[src/rtl/axis_fifo_pkg.sv]
// Shared sizing defaults and helpers for the AXI-Stream FIFO buffer.
package axis_fifo_pkg;

  localparam int unsigned DEF_DATA_WIDTH = 32;
  localparam int unsigned DEF_DEPTH      = 16;

  // Pointer width: index bits plus one wrap bit.
  function automatic int unsigned ptr_width(input int unsigned depth);
    return 32'($clog2(depth)) + 32'd1;
  endfunction

endpackage

[src/rtl/axis_if.sv]
// AXI-Stream handshake bundle with sink (s_axis) and source (m_axis) views.
interface axis_if #(
  parameter int unsigned DATA_WIDTH = 32
) ();

  logic                  tvalid;
  logic                  tready;
  logic [DATA_WIDTH-1:0] tdata;

  modport s_axis (input tvalid, input tdata, output tready);
  modport m_axis (output tvalid, output tdata, input tready);

endinterface

[src/rtl/axis_fifo_ctrl.sv]
// FIFO bookkeeping: wrap-bit pointers, level, flags, and push/pop/flush handling.
module axis_fifo_ctrl
  import axis_fifo_pkg::*;
#(
  parameter  int unsigned DEPTH         = DEF_DEPTH,
  parameter  int unsigned AFULL_THRESH  = DEF_DEPTH - 2,
  parameter  int unsigned AEMPTY_THRESH = 1,
  localparam int unsigned PTR_W         = ptr_width(DEPTH),
  localparam int unsigned IDX_W         = PTR_W - 1
) (
  input  logic             i_clk,
  input  logic             i_rst,
  input  logic             i_s_tvalid,
  input  logic             i_m_tready,
  input  logic             i_flush,
  output logic             o_s_tready,
  output logic             o_m_tvalid,
  output logic             o_wr_en,
  output logic [IDX_W-1:0] o_wr_idx,
  output logic [IDX_W-1:0] o_rd_idx,
  output logic [PTR_W-1:0] o_level,
  output logic             o_full,
  output logic             o_empty,
  output logic             o_almost_full,
  output logic             o_almost_empty
);

  typedef logic [PTR_W-1:0] ptr_t;

  ptr_t r_wr_ptr;
  ptr_t r_rd_ptr;
  logic r_ready;

  ptr_t w_level;
  logic w_full;
  logic w_empty;
  logic w_s_tready;
  logic w_m_tvalid;
  logic w_push;
  logic w_pop;

  // Everything below is derived from registered pointers (plus flush for tready).
  assign w_level    = r_wr_ptr - r_rd_ptr;
  assign w_full     = (r_wr_ptr[IDX_W-1:0] == r_rd_ptr[IDX_W-1:0]) &&
                      (r_wr_ptr[PTR_W-1] != r_rd_ptr[PTR_W-1]);
  assign w_empty    = (r_wr_ptr == r_rd_ptr);
  assign w_s_tready = r_ready && !w_full && !i_flush;
  assign w_m_tvalid = !w_empty;
  assign w_push     = i_s_tvalid && w_s_tready;
  assign w_pop      = w_m_tvalid && i_m_tready;

  // r_ready holds tready low during reset and the cycle of release.
  always_ff @(posedge i_clk or posedge i_rst) begin
    if (i_rst) begin
      r_wr_ptr <= '0;
      r_rd_ptr <= '0;
      r_ready  <= 1'b0;
    end else begin
      r_ready <= 1'b1;
      if (i_flush) begin
        r_wr_ptr <= '0;
        r_rd_ptr <= '0;
      end else begin
        if (w_push) r_wr_ptr <= r_wr_ptr + PTR_W'(1);
        if (w_pop)  r_rd_ptr <= r_rd_ptr + PTR_W'(1);
      end
    end
  end

  assign o_s_tready     = w_s_tready;
  assign o_m_tvalid     = w_m_tvalid;
  assign o_wr_en        = w_push;
  assign o_wr_idx       = r_wr_ptr[IDX_W-1:0];
  assign o_rd_idx       = r_rd_ptr[IDX_W-1:0];
  assign o_level        = w_level;
  assign o_full         = w_full;
  assign o_empty        = w_empty;
  assign o_almost_full  = (w_level >= PTR_W'(AFULL_THRESH));
  assign o_almost_empty = (w_level <= PTR_W'(AEMPTY_THRESH));

  a_no_push_full: assert property (@(posedge i_clk) disable iff (i_rst) !(w_push && w_full));
  a_no_pop_empty: assert property (@(posedge i_clk) disable iff (i_rst) !(w_pop && w_empty));
  a_level_range:  assert property (@(posedge i_clk) disable iff (i_rst) w_level <= PTR_W'(DEPTH));

endmodule

[src/rtl/axis_fifo_buf.sv]
// First-word-fall-through AXI-Stream FIFO: storage array around axis_fifo_ctrl.
module axis_fifo_buf
  import axis_fifo_pkg::*;
#(
  parameter  int unsigned DATA_WIDTH    = DEF_DATA_WIDTH,
  parameter  int unsigned DEPTH         = DEF_DEPTH,
  parameter  int unsigned AFULL_THRESH  = DEPTH - 2,
  parameter  int unsigned AEMPTY_THRESH = 1,
  localparam int unsigned PTR_W         = ptr_width(DEPTH),
  localparam int unsigned IDX_W         = PTR_W - 1
) (
  input  logic             aclk,
  input  logic             areset,
  axis_if.s_axis           s_axis,
  axis_if.m_axis           m_axis,
  input  logic             flush,
  output logic [PTR_W-1:0] level,
  output logic             full,
  output logic             empty,
  output logic             almost_full,
  output logic             almost_empty
);

  logic [DATA_WIDTH-1:0] r_mem [DEPTH];

  logic             w_wr_en;
  logic [IDX_W-1:0] w_wr_idx;
  logic [IDX_W-1:0] w_rd_idx;
  logic             w_s_tready;
  logic             w_m_tvalid;

  axis_fifo_ctrl #(
    .DEPTH         (DEPTH),
    .AFULL_THRESH  (AFULL_THRESH),
    .AEMPTY_THRESH (AEMPTY_THRESH)
  ) u_ctrl (
    .i_clk          (aclk),
    .i_rst          (areset),
    .i_s_tvalid     (s_axis.tvalid),
    .i_m_tready     (m_axis.tready),
    .i_flush        (flush),
    .o_s_tready     (w_s_tready),
    .o_m_tvalid     (w_m_tvalid),
    .o_wr_en        (w_wr_en),
    .o_wr_idx       (w_wr_idx),
    .o_rd_idx       (w_rd_idx),
    .o_level        (level),
    .o_full         (full),
    .o_empty        (empty),
    .o_almost_full  (almost_full),
    .o_almost_empty (almost_empty)
  );

  // Storage is intentionally not reset; only pointers define validity.
  always_ff @(posedge aclk) begin
    if (w_wr_en) r_mem[w_wr_idx] <= s_axis.tdata;
  end

  assign s_axis.tready = w_s_tready;
  assign m_axis.tvalid = w_m_tvalid;
  assign m_axis.tdata  = r_mem[w_rd_idx];

endmodule

[src/flat_wrapper.sv]
// flat-port wrapper written by rule: the top's interface ports become plain ports
module axis_fifo_buf_flat import axis_fifo_pkg::*;
#(
  parameter  int unsigned DATA_WIDTH    = DEF_DATA_WIDTH,
  parameter  int unsigned DEPTH         = DEF_DEPTH,
  parameter  int unsigned AFULL_THRESH  = DEPTH - 2,
  parameter  int unsigned AEMPTY_THRESH = 1,
  localparam int unsigned PTR_W         = ptr_width(DEPTH),
  localparam int unsigned IDX_W         = PTR_W - 1
)
  (aclk, areset, flush, level, full, empty, almost_full, almost_empty, s_axis_tvalid, s_axis_tdata, s_axis_tready, m_axis_tvalid, m_axis_tdata, m_axis_tready);
  axis_if #(.DATA_WIDTH(DATA_WIDTH)) s_axis_i ();
  axis_if #(.DATA_WIDTH(DATA_WIDTH)) m_axis_i ();
  input  logic aclk;
  input  logic areset;
  input  logic flush;
  output logic [PTR_W-1:0] level;
  output logic full;
  output logic empty;
  output logic almost_full;
  output logic almost_empty;
  input wire logic [$bits(s_axis_i.tvalid)-1:0] s_axis_tvalid;
  input wire logic [$bits(s_axis_i.tdata)-1:0] s_axis_tdata;
  output wire logic [$bits(s_axis_i.tready)-1:0] s_axis_tready;
  output wire logic [$bits(m_axis_i.tvalid)-1:0] m_axis_tvalid;
  output wire logic [$bits(m_axis_i.tdata)-1:0] m_axis_tdata;
  input wire logic [$bits(m_axis_i.tready)-1:0] m_axis_tready;
  assign s_axis_i.tvalid = s_axis_tvalid;
  assign s_axis_i.tdata = s_axis_tdata;
  assign s_axis_tready = s_axis_i.tready;
  assign m_axis_tvalid = m_axis_i.tvalid;
  assign m_axis_tdata = m_axis_i.tdata;
  assign m_axis_i.tready = m_axis_tready;
  axis_fifo_buf #(.DATA_WIDTH(DATA_WIDTH), .DEPTH(DEPTH), .AFULL_THRESH(AFULL_THRESH), .AEMPTY_THRESH(AEMPTY_THRESH)) u_core (.aclk(aclk), .areset(areset), .s_axis(s_axis_i), .m_axis(m_axis_i), .flush(flush), .level(level), .full(full), .empty(empty), .almost_full(almost_full), .almost_empty(almost_empty));
endmodule
[config.mk]
export PLATFORM = sky130hd
export DESIGN_NAME = axis_fifo_buf_flat
export DESIGN_NICKNAME = d
export VERILOG_FILES = /design/src/rtl/axis_fifo_pkg.sv /design/src/rtl/axis_if.sv /design/src/rtl/axis_fifo_ctrl.sv /design/src/rtl/axis_fifo_buf.sv /design/src/flat_wrapper.sv
export SDC_FILE = /design/constraint.sdc
export NUM_CORES = 1
export LEC_CHECK = 0
export CAP_MARGIN = 20
export CORE_MARGIN = 2
export CORE_UTILIZATION = 25
export CTS_BUF_LIST = sky130_fd_sc_hd__clkbuf_16
export CTS_CLUSTER_SIZE = 40
export DETAILED_ROUTE_END_ITERATION = 10
export HOLD_SLACK_MARGIN = 0.1
export PLACE_DENSITY = 0.43
export SETUP_SLACK_MARGIN = 0.5
export SKIP_CTS_REPAIR_TIMING = 1
export SLEW_MARGIN = 20
export SYNTH_ARGS = -nofsm -noshare
export SYNTH_HDL_FRONTEND = slang
export SYNTH_HIERARCHICAL = 1
export SYNTH_SLANG_ARGS = --single-unit
[constraint.sdc]
create_clock -name aclk -period 9.9 [get_ports aclk]
set_input_delay 1.98 -clock aclk [delete_from_list [all_inputs] [get_ports aclk]]
set_output_delay 1.98 -clock aclk [all_outputs]
set_load 0.05 [all_outputs]
# [Word level (Yosys, flattened, before mapping)]
# Memories as Yosys holds them, arrays and structs flattened.
# Cells that the tools add are included.
[totals] ramBits=512 word_cells=28 regBits=11 inputBits=37 memories=1
[op_classes] n_mux=6 order_cmp=2 n_addsub=3 reduce_logical=10 n_eq_ne=3
[memory_table] memory="u_core.r_mem" depth=16 width=32 read_ports=1 rd_clocked_by_memory_dff=0 wr=1 line="axis_fifo_buf.sv:24" rtl="logic [DATA_WIDTH-1:0] r_mem [DEPTH];"
[op_table] op="5-bit 2-to-1 mux" count=4
[op_table] op="5-bit by 1-bit adder with 5-bit output (second input constant)" count=2
[op_table] op="5-bit equality test" count=1
[op_table] op="5-bit by 4-bit >= comparator with 1-bit output (second input constant)" count=1
[op_table] op="5-bit by 1-bit <= comparator with 1-bit output (second input constant)" count=1
[op_table] op="1-bit logical AND" count=5
[op_table] op="5-bit subtractor" count=1
[op_table] op="4-bit equality test" count=1
[op_table] op="2-bit nonzero test" count=2
[op_table] op="1-bit zero test" count=3
[op_table] op="1-bit 2-to-1 mux" count=2
[op_table] op="1-bit != test" count=1

# [Depth between registers and ports, before layout]
[depth] depth_word=8 mapped_depth=8 mapped_depth_nobuf=8

# [Hierarchy]
# Netlist, hierarchy kept.
[modules_own_cells] mod="axis_fifo_buf" n_inst=1 cells_per_inst=806 area_each_um2=19213.4
[modules_own_cells] mod="axis_fifo_ctrl" n_inst=1 cells_per_inst=95 area_each_um2=827.0

# [Least setup slack after synthesis]
# No wires, ideal clock.
[synth_path] kind="input-to-reg" start="input s_axis_tvalid" end="memory u_core.r_mem[0][0] (enable)" stages=4 t_arrival_ns=5.018 path_slack_ns=4.421 cell_sequence="nand2_1 -> nor3_1 -> or3b_2 -> nor3_1"
[synth_via] elab_chain_len=3
[synth_lines] element="start: declaration" line="flat_wrapper.sv:22" rtl="input wire logic [$bits(s_axis_i.tvalid)-1:0] s_axis_tvalid;"
[synth_lines] element="1-bit logical AND" line="axis_fifo_ctrl.sv:49" rtl="assign w_push = i_s_tvalid && w_s_tready;"
[synth_lines] element="net u_core.w_wr_en" line="axis_fifo_buf.sv:26" rtl="logic w_wr_en;"
[synth_lines] element="1-bit 2-to-1 mux" line="axis_fifo_buf.sv:56" rtl="if (w_wr_en) r_mem[w_wr_idx] <= s_axis.tdata;"
[synth_lines] element="1-bit 2-to-1 mux (implied by the code)" line="axis_fifo_buf.sv:56"
[synth_lines] element="end: declaration" line="axis_fifo_buf.sv:24"
# The timed path passes the listed nets, and every way through them passes these cells.

# [Final worst setup path]
[layout_path] start="register u_core.u_ctrl.r_rd_ptr[0]" end="output m_axis_tdata[13]"
[layout_via] elab_chain_len=1
[layout_lines] element="start: declaration" line="axis_fifo_ctrl.sv:31" rtl="ptr_t r_rd_ptr;"
[layout_lines] element="start signal: assignment" line="axis_fifo_ctrl.sv:65" rtl="if (w_pop) r_rd_ptr <= r_rd_ptr + PTR_W'(1);"
[layout_lines] element="memory read 16 x 32 bit"
[layout_lines] element="end: declaration" line="flat_wrapper.sv:26" rtl="output wire logic [$bits(m_axis_i.tdata)-1:0] m_axis_tdata;"
# Every way passes these cells.

==> impl_metrics.json <==
{
  "status": "finished clean",
  "hold_viol_final": 0,
  "gp_congestion": 0.631,
  "core_area_um2": 79100,
  "die_w_um": 287,
  "max_freq_mhz": 164,
  "hold_path_class": "flop to flop",
  "yosysSeqAreaShare": 0.781,
  "synth_edf_count": 512,
  "ys_seq_elements": 523,
  "synthesis.nets": 945,
  "drc": 0,
  "synthTopCellsByArea": "edfxtp_1 (77%), mux4_2 (14%), a22oi_1 (2.4%), dfrtp_1 (1.4%), buf_4 (0.71%)",
  "overflow": 0,
  "layout_commonest_cell": "edfxtp_1",
  "first_iter_violations": 583,
  "synth_top_area_cell": "edfxtp_1",
  "worst_pin_slew_ns": 0.959,
  "pin_count": 80,
  "pre_cts_ws_ns": 4.23,
  "syn_area_um2": 20000,
  "clk-insertion-delay-late_ns": 0.61,
  "setup_ws_ns": 3.82,
  "rsz0062_at_grt": "false",
  "drive_above_1_share": 0.235,
  "via_per_inst": 4.34,
  "drv_cap": 0,
  "crit_fanout": 100,
  "startpoint_type": "flop",
  "powerDensity_nw_per_um2": 209,
  "grt_pass1_vias": 10200,
  "die_height_um": 287,
  "worst_ep_arrival_time_ns": 4.10,
  "rows": 103,
  "slew_viol_final": 0,
  "first_pass_iters": 4,
  "antenna_found_initial": 3,
  "die_area_um2": 82400,
  "synth-main-ff-cell": "edfxtp_1",
  "dr_total_vias": 9143,
  "endpoint_kind": "output pin",
  "fin_util": 0.302,
  "fin_crit_ns": 6.08,
  "grt_max_degree": 134,
  "port_buffers": 79,
  "area_delta_synth_final_pct": 19.4,
  "yosysWarnings": 6,
  "path_clk_slew_ns": 0.06,
  "holdWs_ns": 0.647,
  "synth_top_area_share": 0.767,
  "cp.required_ns": 7.92,
  "htreeDepth": 2,
  "cts_tree": "done",
  "fin_nets": 1052,
  "grt_usage": 0.117,
  "clock_sinks": 523,
  "slew_headroom": 0.361,
  "fin_skew_ns": 0.0215,
  "place_hpwl_um": 22800,
  "async_flop_share": 0.0210,
  "cts_buffers": 56,
  "tns_ns": 0,
  "diodes": 0,
  "final_cells": 2105,
  "dp.cells": 2000,
  "cts_root_buffer": "clkbuf_16",
  "leakage_nw": 7.26,
  "wl_um": 47800,
  "period_share": 0.614,
  "synth_area_per_cell_um2": 22.2,
  "cts_max_path_buffers": 3,
  "worstSetupPathType": "flop to output pin",
  "final_cell_mix": "edfxtp_1 (512), mux4_2 (128), clkdlybuf4s50_1 (79)",
  "final_antenna_net_count": 0,
  "vdd_drop_max_mv": 0.167,
  "postSynthCellCount": 901,
  "ys_types": 38,
  "start_util": 0.253,
  "setup_viol": 0,
  "grt_pass1_wl_um": 70300,
  "post_drt_wl_per_cell_um": 22.7
}
synth_stat cells (2+ instances only):
master,count
nand2b_1,3
nor3_1,5
xor2_1,2
ha_1,6
nor2_1,23
and3_1,2
a21o_1,2
mux4_2,128
a21oi_1,7
buf_6,2
buf_1,9
nor2b_1,3
nand3b_1,2
dfrtp_1,11
nand4_1,2
buf_4,19
clkbuf_1,18
nand2_1,37
nand3_1,5
mux2i_1,2
xnor2_1,7
edfxtp_1,512
a22oi_1,64
buf_2,4
inv_1,13
power breakdown:
group / leakage, nW / switching (mW) / internal [mW]
registers: 4.75 / 0.0229 / 2.44
logic: 1.60 / 0.316 / 0.246
clock network: 0.908 / 0.851 / 1.12
cell type report:
cell class	count	area, um^2
clock buffer	57	1430
clock inverter	48	313
multi-input combinational	313	4190
fill	7763	55200
tap	1050	1310
inverter	13	48.8
timing repair buffer	101	981
sequential	523	15700
registers in the layout, indices dropped and copies added (netlist names):
name / count
u_core/r_mem: 512
u_core/u_ctrl/r_ready: 1
u_core/u_ctrl/r_rd_ptr: 5
u_core/u_ctrl/r_wr_ptr: 5
path summary, 6_finish.rpt:
path	from	to	slack [ns]	depth (start not counted)
max in group asynchronous	areset	u_core/u_ctrl/r_rd_ptr[0]$_DFFE_PP0P_	7.85	2
min in group asynchronous	areset	u_core/u_ctrl/r_wr_ptr[3]$_DFFE_PP0P_	1.72	2
min reg2reg	u_core/u_ctrl/r_rd_ptr[4]$_DFFE_PP0P_	u_core/u_ctrl/r_rd_ptr[4]$_DFFE_PP0P_	0.65	2
min	u_core/u_ctrl/r_rd_ptr[4]$_DFFE_PP0P_	u_core/u_ctrl/r_rd_ptr[4]$_DFFE_PP0P_	0.65	2
max reg2reg	u_core/u_ctrl/r_rd_ptr[1]$_DFFE_PP0P_	u_core/r_mem[0][18]$_DFFE_PP_	5.82	10
max	u_core/u_ctrl/r_rd_ptr[0]$_DFFE_PP0P_	m_axis_tdata[13]	3.82	5
metrics by stage:
step	cell area, um^2	power (mW)
final	23900	5.00
after global routing	23900	5.21
after CTS	23900	5.08
after detailed placement	22200	3.09
after global placement	22200	3.09
after floorplan	20000	2.91
per-layer routing:
| layer | GRT usage | share of wire |
|---|---|---|
| met5 | 0 | 0.00094 |
| met4 | 0.0232 | 0.013 |
| met3 | 0.0249 | 0.038 |
| met2 | 0.196 | 0.49 |
| met1 | 0.158 | 0.46 |
cell families (layout without fill, tap and decap cells):
logic type	count (synthesis)	in the layout	share of synthesized area
DFF	523	523	0.781
muxes	130	130	0.145
and+or+nand+nor	87	87	0.0194
AOI/OAI and AO/OA	78	78	0.0284
buffers and inverters	65	219	0.0167
xor gates and xnor gates	10	10	0.00475
adders and majority gates	7	7	0.00474
other	1	1	0.000187
critical path, stage by stage (launching register included):
cell and delay, ns:
dfrtp_4 0.89, buf_12 0.74, mux4_2 0.59, a22oi_1 0.27, nand2_1 0.12, clkdlybuf4s50_1 0.75
Power figures use the tool's default switching activity.
